<file path="config.mk">
export PLATFORM = sky130hd
export DESIGN_NAME = irq_ctrl
export DESIGN_NICKNAME = d
export VERILOG_FILES = /design/src/rtl/irq_ctrl.sv
export SDC_FILE = /design/constraint.sdc
export NUM_CORES = 1
export LEC_CHECK = 0
export ABC_AREA = 1
export BUFFER_PORTS_ARGS = -buffer_cell sky130_fd_sc_hd__buf_2
export CAP_MARGIN = 10
export CORE_ASPECT_RATIO = 0.8
export CORE_UTILIZATION = 45
export DETAILED_ROUTE_END_ITERATION = 8
export GPL_TIMING_DRIVEN = 0
export HOLD_SLACK_MARGIN = 0.03
export PLACE_DENSITY = 0.78
export SKIP_CTS_REPAIR_TIMING = 1
export SLEW_MARGIN = 15
export SYNTH_ARGS = -nofsm -noshare
export SYNTH_HDL_FRONTEND = slang
export SYNTH_SLANG_ARGS = --single-unit
</file>
<file path="constraint.sdc">
create_clock -name clk -period 1.43 [get_ports clk]
set_input_delay 0.0715 -clock clk [delete_from_list [all_inputs] [get_ports clk]]
set_output_delay 0.0715 -clock clk [all_outputs]
set_load 0.02 [all_outputs]
</file>
<file path="src/rtl/irq_ctrl.sv">
// irq_ctrl -- fixed-priority interrupt controller on the peripheral bus.
//
// Level src_req lines are edge-detected into per-source pending bits. The
// lowest-index pending & enabled source is presented to the CPU through an
// irq / irq_ack / EOI handshake.
//
// Ports
//   clk, rst         clock, asynchronous active-high reset
//   sel/we/re/addr   single-cycle peripheral bus access (rdy = sel)
//   wdata, rdata     write data / combinational read data
//   src_req[NSRC]    level interrupt requests from peripherals
//   irq, irq_vec     request to CPU and index being presented / serviced
//   irq_ack          one-cycle CPU accept pulse
//
// Register map
//   0 ENABLE  RW  bits[NSRC-1:0]
//   1 PENDING R,  write-1-to-clear
//   2 STATUS  R   {8'b0, irq_vec (6b), state[1:0]}; any write is EOI
//   3 SRC     R   src_req as seen by the edge detector
//
// Build option
//   IRQ_CTRL_SYNC_EN  adds a 2-flop synchronizer on each src_req line
//                     (pending latency +2 cycles, SRC reads synchronized value).

// Per-source lane: optional synchronizer, edge detect, pending bit.
module irq_ctrl_lane (
  input  logic clk,
  input  logic rst,
  input  logic src,       // raw request line
  input  logic clr,       // W1C or ack clear for this source
  output logic src_seen,  // value used by the edge detector
  output logic pend,      // registered pending
  output logic pend_n     // pending value after this edge
);
  logic src_prev;

`ifdef IRQ_CTRL_SYNC_EN
  logic sync1, sync2;
  always_ff @(posedge clk or posedge rst) begin
    if (rst) begin
      sync1 <= 1'b0;
      sync2 <= 1'b0;
    end else begin
      sync1 <= src;
      sync2 <= sync1;
    end
  end
  assign src_seen = sync2;
`else
  assign src_seen = src;
`endif

  // A fresh edge outranks a clear landing on the same edge, so the
  // request is never lost.
  assign pend_n = (pend & ~clr) | (src_seen & ~src_prev);

  always_ff @(posedge clk or posedge rst) begin
    if (rst) begin
      src_prev <= 1'b0;
      pend     <= 1'b0;
    end else begin
      src_prev <= src_seen;
      pend     <= pend_n;
    end
  end
endmodule

module irq_ctrl #(
  parameter int NSRC = 4,
  parameter int VECW = 2
) (
  input  logic            clk,
  input  logic            rst,
  input  logic            sel,
  input  logic            we,
  input  logic            re,
  input  logic [1:0]      addr,
  input  logic [15:0]     wdata,
  output logic [15:0]     rdata,
  output logic            rdy,
  input  logic [NSRC-1:0] src_req,
  output logic            irq,
  output logic [VECW-1:0] irq_vec,
  input  logic            irq_ack
);
  typedef enum logic [1:0] {
    IDLE    = 2'd0,
    REQ     = 2'd1,
    SERVICE = 2'd2
  } state_t;

  state_t state, state_n;

  logic [NSRC-1:0] enable, enable_n;
  logic [NSRC-1:0] pending, pending_n;
  logic [NSRC-1:0] src_seen;
  logic [NSRC-1:0] clr;
  logic [VECW-1:0] vec_n, winner;
  logic            any_elig;
  logic            wr_en, wr_pend, wr_eoi, ack_take;

  assign wr_en    = sel & we & (addr == 2'd0);
  assign wr_pend  = sel & we & (addr == 2'd1);
  assign wr_eoi   = sel & we & (addr == 2'd2);
  assign ack_take = (state == REQ) & irq_ack;
  assign enable_n = wr_en ? wdata[NSRC-1:0] : enable;

  always_comb begin
    clr = wr_pend ? wdata[NSRC-1:0] : '0;
    if (ack_take) clr[irq_vec] = 1'b1;
  end

  for (genvar i = 0; i < NSRC; i++) begin : g_lane
    irq_ctrl_lane u_lane (
      .clk      (clk),
      .rst      (rst),
      .src      (src_req[i]),
      .clr      (clr[i]),
      .src_seen (src_seen[i]),
      .pend     (pending[i]),
      .pend_n   (pending_n[i])
    );
  end

  // Fixed priority: scan downward so the lowest eligible index wins.
  always_comb begin
    winner   = '0;
    any_elig = 1'b0;
    for (int i = NSRC - 1; i >= 0; i--) begin
      if (pending[i] & enable[i]) begin
        winner   = VECW'(i);
        any_elig = 1'b1;
      end
    end
  end

  always_comb begin
    state_n = state;
    vec_n   = irq_vec;
    case (state)
      IDLE: begin
        if (any_elig) begin
          state_n = REQ;
          vec_n   = winner;
        end
      end
      REQ: begin
        // Ack beats withdraw. Withdraw looks at post-edge pending/enable so
        // irq drops on the same edge as the W1C or mask write.
        if (irq_ack)
          state_n = SERVICE;
        else if (!(pending_n[irq_vec] & enable_n[irq_vec]))
          state_n = IDLE;
      end
      SERVICE: begin
        if (wr_eoi) state_n = IDLE;
      end
      default: state_n = IDLE;
    endcase
  end

  always_ff @(posedge clk or posedge rst) begin
    if (rst) begin
      state   <= IDLE;
      irq_vec <= '0;
      enable  <= '0;
    end else begin
      state   <= state_n;
      irq_vec <= vec_n;
      enable  <= enable_n;
    end
  end

  // Decoded from the state register so reset drops it asynchronously.
  assign irq = (state == REQ);
  assign rdy = sel;

  always_comb begin
    rdata = '0;
    if (sel && re) begin
      case (addr)
        2'd0: rdata[NSRC-1:0] = enable;
        2'd1: rdata[NSRC-1:0] = pending;
        2'd2: rdata = {8'b0, 6'(irq_vec), state};
        default: rdata[NSRC-1:0] = src_seen;
      endcase
    end
  end

  // Upper write-data bits have no register behind them.
  logic unused_wdata;
  assign unused_wdata = &{1'b0, wdata};
endmodule

</file>
-- After elaboration in Yosys (flattened, before gate mapping)
Index checks and enable logic that the tools add are counted.
Widths: inputs -> output; s select.
- word-level logic and storage cells: 81
- input bits: 28
- flip-flop bits (word level): 16
- muxes and demuxes: 24
- bitwise operators: 31
- magnitude comparators: 2
- equal/unequal tests: 7
- reduce and logical (&&, ||, !) cells: 6
- operators with widths (cell ; number):
    $and 1x1->1 ; 18
    $mux 2 ; 8
    $mux 4 ; 4
    $pmux 4 s3 ; 1
    $not 1->1 ; 8
    $mux 1 ; 7
    $pmux 2 s3 ; 1
    $bmux 1 s2 ; 2
    $eq 2x1->1 const B ; 2
    $eq 2x2->1 const B ; 2
    $logic_not 2->1 ; 2
    $ne 2x2->1 const B ; 2
    $or 1x1->1 ; 4
    $or 4x4->4 ; 1
    $lt 2x3->1 const B ; 1
    $ne 3x3->1 const B ; 1
    $reduce_and 3->1 ; 1
    $demux 1 s2 ; 1
    $ge 2x1->1 const B ; 1
    $logic_and 1x1->1 ; 2
    $reduce_and 2->1 ; 1

-- Longest topological paths before layout
Gate-level depths: netlist of run 1.
- depth after elaboration: 15
- mapped depth: 9
- mapped depth without buffers: 9

-- By module
A second synthesis of run 1 with hierarchy kept.
- cells, all modules: 157
- area, all modules: 1073.5 µm²
- modules (own cells, without submodules) (module ; area an instance (µm²) ; seq. area each (µm²) ; times used ; cells an instance):
    irq_ctrl ; 753.2 ; 200.2 ; 1 ; 121
    irq_ctrl_lane ; 80.1 ; 50.0 ; 4 ; 9

-- Least setup slack after synthesis of run 1
OpenSTA, ideal clock, no wires.
- path type: register -> register
- start point: register state[1]
- end point: register state[0]
- period minus slack after synthesis: 1.451 ns
- data arrival time: 1.321 ns
- stages on the path, launching flop included: 9
- path slack: -0.021 ns
- path buffers: 0
- data required time: 1.300 ns
- path through: dfrtp_1 > nor2_1 > nand3_1 > nand3_1 > nand2_1 > nand2_1 > nand2_1 > nand2_1 > o21ai_1
- cells in the longest elaborated chain, start to end: 11
- elaborated cells on any way between the ends: 25
- RTL lines (item ; line ; text):
    start, declared ; 92 ; state_t state, state_n;
    start signal, assigned ; 168 ; state <= state_n;
    $eq 2x1->1 ; - ;
    named net irq ; 82 ; output logic irq,
    $and 1x1->1 ; 105 ; assign ack_take = (state == REQ) & irq_ack;
    $mux 4 ; 110 ; if (ack_take) clr[irq_vec] = 1'b1;
    $not 1->1 ; 55 ; assign pend_n = (pend & ~clr) | (src_seen & ~src_prev);
    $and 1x1->1 ; 55 ;
    $or 1x1->1 ; 55 ;
    named net g_lane[0].u_lane.pend_n ; 33 ; output logic pend_n
    $bmux 1 s2 ; 152 ; else if (!(pending_n[irq_vec] & enable_n[irq_vec]))
    $mux 1 (implied by the code) ; 152 ;
    $and 1x1->1 ; 152 ;
    $ne 3x3->1 (no line) ; - ;
    $reduce_and 3->1 (no line) ; - ;
The timed path passes the listed nets, and every way through them passes these cells. The select of a mux whose other input is x is not followed.
A chain may end at the register's enable or synchronous reset.

-- Worst setup path in the final report of run 1
- start point: register irq_vec[1]
- end point: output port rdata[3]
- cells in the longest elaborated chain, start to end: 2
- RTL lines (item ; line ; text):
    start, declared ; 83 ; output logic [VECW-1:0] irq_vec,
    start signal, assigned ; 169 ; irq_vec <= vec_n;
    $pmux 4 s3 ; 181 ; case (addr)
    $mux 4 ; 180 ; if (sel && re) begin
    end, declared ; 79 ; output logic [15:0] rdata,
No other way between the ends.

==> results of run 1 <==
synthesized netlist by cell type (all sizes together):
| library cell | instances |
|---|---|
| buf | 13 |
| clkinv | 1 |
| conb | 1 |
| dfrtp | 16 |
| inv | 17 |
| nand2 | 44 |
| nand3 | 24 |
| nand4 | 1 |
| nor2 | 10 |
| nor3 | 1 |
| o2111ai | 1 |
| o211ai | 5 |
| o21ai | 7 |
| or2 | 1 |
routing by layer:
layer	GRT usage, %	vias up	part of all wire [%]
met3	7.02	4	9.9
met1	29.7	501	45
met2	32.8	53	45
met5	0	-	0
met4	5.50	0	0.60
li1	-	526	-
power by group:
part / internal [mW] / switching (mW)
sequential: 0.566 / 0.102
combinational: 0.281 / 0.465
clock: 0.155 / 0.162
worst min-delay path by stage:
| stage | cells past startpoint | slack (ps) | endpoint | startpoint |
|---|---|---|---|---|
| final | 3 | 50 | state[1] | irq_ack |
| after global routing | 3 | 50 | state[1] | irq_ack |
| after CTS | 2 | -140 | state[0] | rst |
| after detailed placement | 2 | 180 | g_lane[3].u_lane.pend | rst |
| after global placement | 2 | 170 | g_lane[3].u_lane.pend | rst |
| after floorplan | 1 | -10 | enable[0] | rst |
placed cells by master, fill, tap and decap left out, drive strengths merged:
cell,netlist,layout
buf,13,39
clkbuf,0,4
clkinv,1,1
conb,1,12
dfrtp,16,16
dlygate4sd3,0,5
inv,17,17
nand2,44,44
nand3,24,24
nand4,1,1
nor2,10,10
nor3,1,1
o2111ai,1,1
o211ai,5,5
o21ai,7,7
or2,1,1
flip-flops by register name, summed over array words and instances, names as in the netlist:
register,flops
enable,4
g_lane.u_lane.pend,4
g_lane.u_lane.src_prev,4
irq_vec,2
state,2
per-stage QoR:
step	cell area (µm²)	util, %	power, mW	setup slack (ps)	hold WS [ps]
4_1_cts	1250	58.3	1.64	-34.7	-141
5_1_grt	1330	62.3	1.84	-13.2	46.7
6_report	1330	62.3	1.73	80.4	51.0
3_5_place_dp	1210	56.6	1.33	109	182
2_1_floorplan	1060	-	1.14	137	-14.8
3_3_place_gp	1210	56.6	1.31	147	167
worst reg2reg max path: stages, from the launching register on:
cell	delay [ps]
dfrtp_2	450
nor2_2	270
nand3_1	110
nand3_1	90
nand2_1	80
nand2_1	70
nand2_1	40
nand2_1	60
o21ai_1	50
cell type report:
class / count / area (µm²) / area share, %
Multi-Input combinational cell: 106 / 509 / 38.2
Sequential cell: 16 / 403 / 30.2
Timing Repair Buffer: 31 / 188 / 14.1
Buffer: 13 / 97.6 / 7.32
Inverter: 18 / 67.6 / 5.07
Clock buffer: 4 / 36.3 / 2.72
Tap cell: 25 / 31.3 / 2.35
logic make-up after synthesis:
group / after synthesis / share of synthesized area (%)
simple gates: 81 / 36.3
flops: 16 / 39.2
other cells: 1 / 0.367
compound gates: 13 / 7.97
buf+inv: 31 / 16.2
==> flow_metrics.py, run 1 <==
metrics = {
    "outcome": {
        "run_status": "complete, no violations",
    },
    "global_routing": {
        "via_count_of_the_first_global_routing_pass": 859,
        "grt_max_degree": 17,
        "grt_overflow": 0,
        "grt_pass1_wl_mm": 3.94,
        "track_usage_pct": 21.5,
        "number_of_antenna_violations_at_the_first_check_in_global_routing": 0,
    },
    "power": {
        "power.density_nw_per_um2": 1300,
        "p_leak_nw": 0.757,
        "max-vdd-ir-drop_uv": 913,
    },
    "synthesis": {
        "fraction_of_post_synthesis_cell_area_in_the_top_cell_type_by_area_pct": 39.2,
        "yosysUniqueCellTypes": 19,
        "syn_inst": 142,
        "synth.largest_area_cell": "dfrtp_1",
        "synthesis.area_um2": 1020,
        "synth-seq-area-share_pct": 39.2,
        "postSynthRegisterBits": 16,
        "yosysWarningCount": 0,
        "synthesis.area_per_instance_um2": 7.19,
        "synth_top_cells_by_area": "dfrtp_1, nand2_1, nand3_1, buf_4, inv_1",
    },
    "clocking": {
        "worst_setup_hold_path_clk_slew_ps": 110,
        "worst_skew_pair.late_latency_ps": 300,
        "tritoncts": "built",
        "htree_num_levels": 1,
        "cts-root-buf": "clkbuf_4",
        "clock_path_buffers": 2,
        "total_cts_buffers": 3,
        "numClockSinks": 16,
    },
    "flow_run": {
        "max_cap_viol_count": 0,
    },
    "drt": {
        "detailedRoute.firstPassIterationCount": 4,
        "vias": 1084,
        "ant_nets": 0,
        "drt-total-wl_mm": 2.51,
        "routed_wire_length_per_instance_um": 11.8,
        "post-route-drc-count": 0,
        "drt_iter0_markers": 68,
        "viasPerCell": 5.09,
    },
    "die": {
        "design.die.area_um2": 2460,
        "floorplan.die.width_um": 55.3,
        "die_height_um": 44.6,
        "fp-row-count": 15,
        "floorplan.initialDensity_pct": 47.7,
        "io-pin-count": 48,
        "core_area_um2": 2140,
    },
    "critical_path": {
        "number_of_buffer_and_inverter_stages_on_the_critical_path": 3,
        "crit_path_start": "irq_vec[1]",
        "cell_type_group_with_the_largest_total_delay_on_the_critical_path": "flip-flops",
        "timing.critical_path.slowest_cell_delay_ps": 450,
        "cp.required_ps": 1360,
        "setup.worst_path.start_class": "flop",
        "critical_path_arrival_ps": 1280,
        "rr_startpoint": "state[1]",
        "reg2regPathDepth": 8,
        "rrSetupSlack_ps": 100,
        "cp_slowest_cell": "dfrtp_2",
        "path_cells": "inv_2, o211ai_1, o21ai_0, inv_1, buf_2",
        "worst-path-stages": 5,
        "end_kind": "output pin",
        "cp-endpoint": "rdata[3]",
        "worst_r2r_endpoint": "state[0]",
        "worstSetupPathType": "flop to output pin",
        "highest_fanout_seen_on_the_critical_path": 5,
    },
    "timing": {
        "count_of_final_setup_violators": 0,
        "slew_violations": 0,
        "clock.fmax_mhz": 741,
        "rsz0062_at_grt": "yes",
        "final_hold_viol_count": 0,
        "tightestPinTransition_ps": 628,
        "timing.setup.tns_ps": 0,
        "final.period_utilization_pct": 94.4,
        "finalWorstPathRequiredPeriod_ps": 1350,
        "final.setup_skew_ps": 8.40,
        "maxSlewHeadroom_pct": 58.1,
    },
    "placement": {
        "place_inst": 201,
        "place_hpwl_mm": 1.86,
        "routabilityCongestion": 0.898,
        "numPortBuffers": 23,
    },
    "finish": {
        "area_added_between_synthesis_and_finish_pct": 30.5,
        "n_fill_cell": 210,
        "stdcell_count": 213,
        "antenna_cells": 0,
        "nets": 217,
        "final_layout_size_suffix_gt1_share_pct": 29.8,
    },
    "hold_path": {
        "worst_hold_path_type": "primary input to flop",
    },
}
Note: power is estimated with default switching activity, not from simulation.
==> run 2: changes to the inputs <==
Settings changed: ABC_AREA 1 to 0, CORE_UTILIZATION 45 to 48, CTS_BUF_LIST set to sky130_fd_sc_hd__clkbuf_4 sky130_fd_sc_hd__clkbuf_8, PLACE_DENSITY 0.78 to 0.82.
==> flow_metrics.py, run 2 <==
metrics = {
    "timing": {
        "final.setup_skew_ps": 4.69,
        "slew_violations": 0,
        "clock.fmax_mhz": 576,
        "rsz0062_at_grt": "yes",
        "final_hold_viol_count": 0,
        "finalWorstPathRequiredPeriod_ps": 1740,
        "count_of_final_setup_violators": 6,
        "timing.setup.tns_ps": -1040,
        "tightestPinTransition_ps": 634,
        "worst_slack_ps": -306,
        "final.period_utilization_pct": 121,
        "maxSlewHeadroom_pct": 57.7,
    },
    "clocking": {
        "cts-root-buf": "clkbuf_4",
        "clock_path_buffers": 2,
        "tritoncts": "built",
        "total_cts_buffers": 3,
        "worst_skew_pair.late_latency_ps": 300,
        "worst_setup_hold_path_clk_slew_ps": 100,
        "htree_num_levels": 1,
        "numClockSinks": 16,
    },
    "hold_path": {
        "min_delay_path_depth": 2,
        "holdPathEnd": "enable[3]",
        "worst_hold_path_type": "primary input to flop",
        "hold_path.startpoint": "wdata[3]",
    },
    "finish": {
        "final_layout_size_suffix_gt1_share_pct": 45.5,
        "mostFrequentLayoutCell": "buf_4",
        "n_fill_cell": 157,
        "antenna_cells": 0,
        "stdcell_count": 169,
        "final_area_um2": 1390,
        "area_added_between_synthesis_and_finish_pct": 32.3,
        "largestRegisters": "enable x4, g_lane.u_lane.pend x4, g_lane.u_lane.src_prev x4",
        "nets": 174,
        "layout.core_utilization_pct": 70.8,
        "final_cell_mix": "buf_4, buf_2, dfrtp_1",
    },
    "synthesis": {
        "synth_top_cells_by_area": "dfrtp_1, buf_4, mux4_2, nand2_1, and3_1",
        "syn_inst": 99,
        "fraction_of_post_synthesis_cell_area_in_the_top_cell_type_by_area_pct": 38.1,
        "synth_enable_flop_cells": 0,
        "synthesis.area_um2": 1050,
        "synthTopCellsByCount": "dfrtp_1, buf_4, nand2_1",
        "yosysWarningCount": 0,
        "postSynthRegisterBits": 16,
        "async_flop_share_pct": 100,
        "yosysUniqueCellTypes": 36,
        "synth-seq-area-share_pct": 38.1,
        "ys.flop_type": "dfrtp_1",
        "synthesis.area_per_instance_um2": 10.6,
        "synth.largest_area_cell": "dfrtp_1",
        "synth.most_common_cell": "dfrtp_1",
    },
    "placement": {
        "postPlaceCellArea_um2": 1230,
        "place_inst": 155,
        "numPortBuffers": 21,
        "place_hpwl_mm": 1.76,
        "routabilityCongestion": 0.837,
    },
    "critical_path": {
        "path_cells": "nand3b_1, or2_1, a32o_2, a311oi_2, o41ai_2",
        "cp_slowest_cell": "dfrtp_1",
        "timing.critical_path.slowest_cell_delay_ps": 430,
        "rr_startpoint": "state[1]",
        "cp.required_ps": 1610,
        "worst_r2r_endpoint": "state[0]",
        "setup.worst_path.start_class": "flop",
        "rrSetupSlack_ps": -310,
        "reg2regPathDepth": 5,
        "end_kind": "flop",
        "highest_fanout_seen_on_the_critical_path": 5,
        "critical_path_arrival_ps": 1920,
        "worstSetupPathType": "flop to flop",
    },
    "global_routing": {
        "track_usage_pct": 22.3,
        "number_of_antenna_violations_at_the_first_check_in_global_routing": 0,
        "grt_overflow": 0,
        "grt_max_degree": 17,
        "via_count_of_the_first_global_routing_pass": 816,
        "grt_pass1_wl_mm": 3.71,
    },
    "outcome": {
        "violations_in_the_final_reports": "negative setup slack",
        "run_status": "finished with violations",
    },
    "power": {
        "power_mw": 1.94,
        "power.density_nw_per_um2": 1400,
        "max-vdd-ir-drop_uv": 1210,
        "p_leak_nw": 0.685,
    },
    "drt": {
        "drt-total-wl_mm": 2.42,
        "routed_wire_length_per_instance_um": 14.3,
        "viasPerCell": 5.25,
        "drt_iter0_markers": 31,
        "post-route-drc-count": 0,
        "vias": 887,
        "ant_nets": 0,
        "detailedRoute.firstPassIterationCount": 4,
    },
    "die": {
        "floorplan.die.width_um": 54.3,
        "io-pin-count": 48,
        "fp-row-count": 14,
        "floorplan.initialDensity_pct": 53.5,
        "die_height_um": 43.8,
        "core_area_um2": 1960,
        "design.die.area_um2": 2380,
    },
    "flow_run": {
        "max_cap_viol_count": 0,
    },
}
==> run 2: logic make-up (layout without fill, tap and decap cells) <==
kind of cell           after synthesis  in the layout  share of synthesized area (%)
other                                1             12                          0.357
AO/OA/AOI/OAI                       19             19                           14.9
AND/OR/NAND/NOR                     31             31                           18.6
flip-flops                          16             16                           38.1
buffers and inverters               24             59                           14.9
multiplexers                         8              8                           13.1
==> run 2: layer usage <==
metal	GRT usage [%]	up-vias	wire (µm)
met3	6.67	2	177
met1	30.2	416	1060
met5	0	-	0
li1	-	426	-
met2	35.4	43	1170
met4	4.62	0	17
==> run 2: layout make-up <==
cell class	count	area [µm²]	area share, %
well taps	24	30.0	2.16
flip-flops and latches	16	403	29.0
inverters	7	28.8	2.07
clock buffers	4	36.3	2.61
multi-input cells	70	551	39.6
plain buffers	15	120	8.65
repair buffers	33	220	15.9
==> run 2: how the worst max path moves through the flow <==
stage          cells after the start       start  slack, ps       end
2_1_floorplan                      5    state[1]       -160  state[0]
3_3_place_gp                       5    state[1]       -380  state[0]
3_5_place_dp                       5    state[1]       -360  state[0]
4_1_cts                            4  irq_vec[0]       -390  rdata[2]
5_1_grt                            5    state[1]       -360  state[0]
6_report                           5    state[1]       -310  state[0]
==> run 2: metrics by stage <==
stage	worst slack, ps	hold slack, ps
after floorplan	-162	-14.8
after global placement	-380	163
after detailed placement	-360	182
after CTS	-392	-144
after global routing	-365	32.0
final	-306	34.5
==> run 2: power breakdown <==
| group | internal (mW) | total, mW | switching, mW |
|---|---|---|---|
| Combinational | 0.456 | 0.879 | 0.424 |
| Clock | 0.156 | 0.310 | 0.154 |
| Sequential | 0.577 | 0.748 | 0.171 |
| Total | 1.19 | 1.94 | 0.749 |
==> run 2: critical path, delay by kind of cell (launching register included) <==
kind,cells,cell delay [ps]
compound gates,3,650
simple gates,2,540
flops,1,430
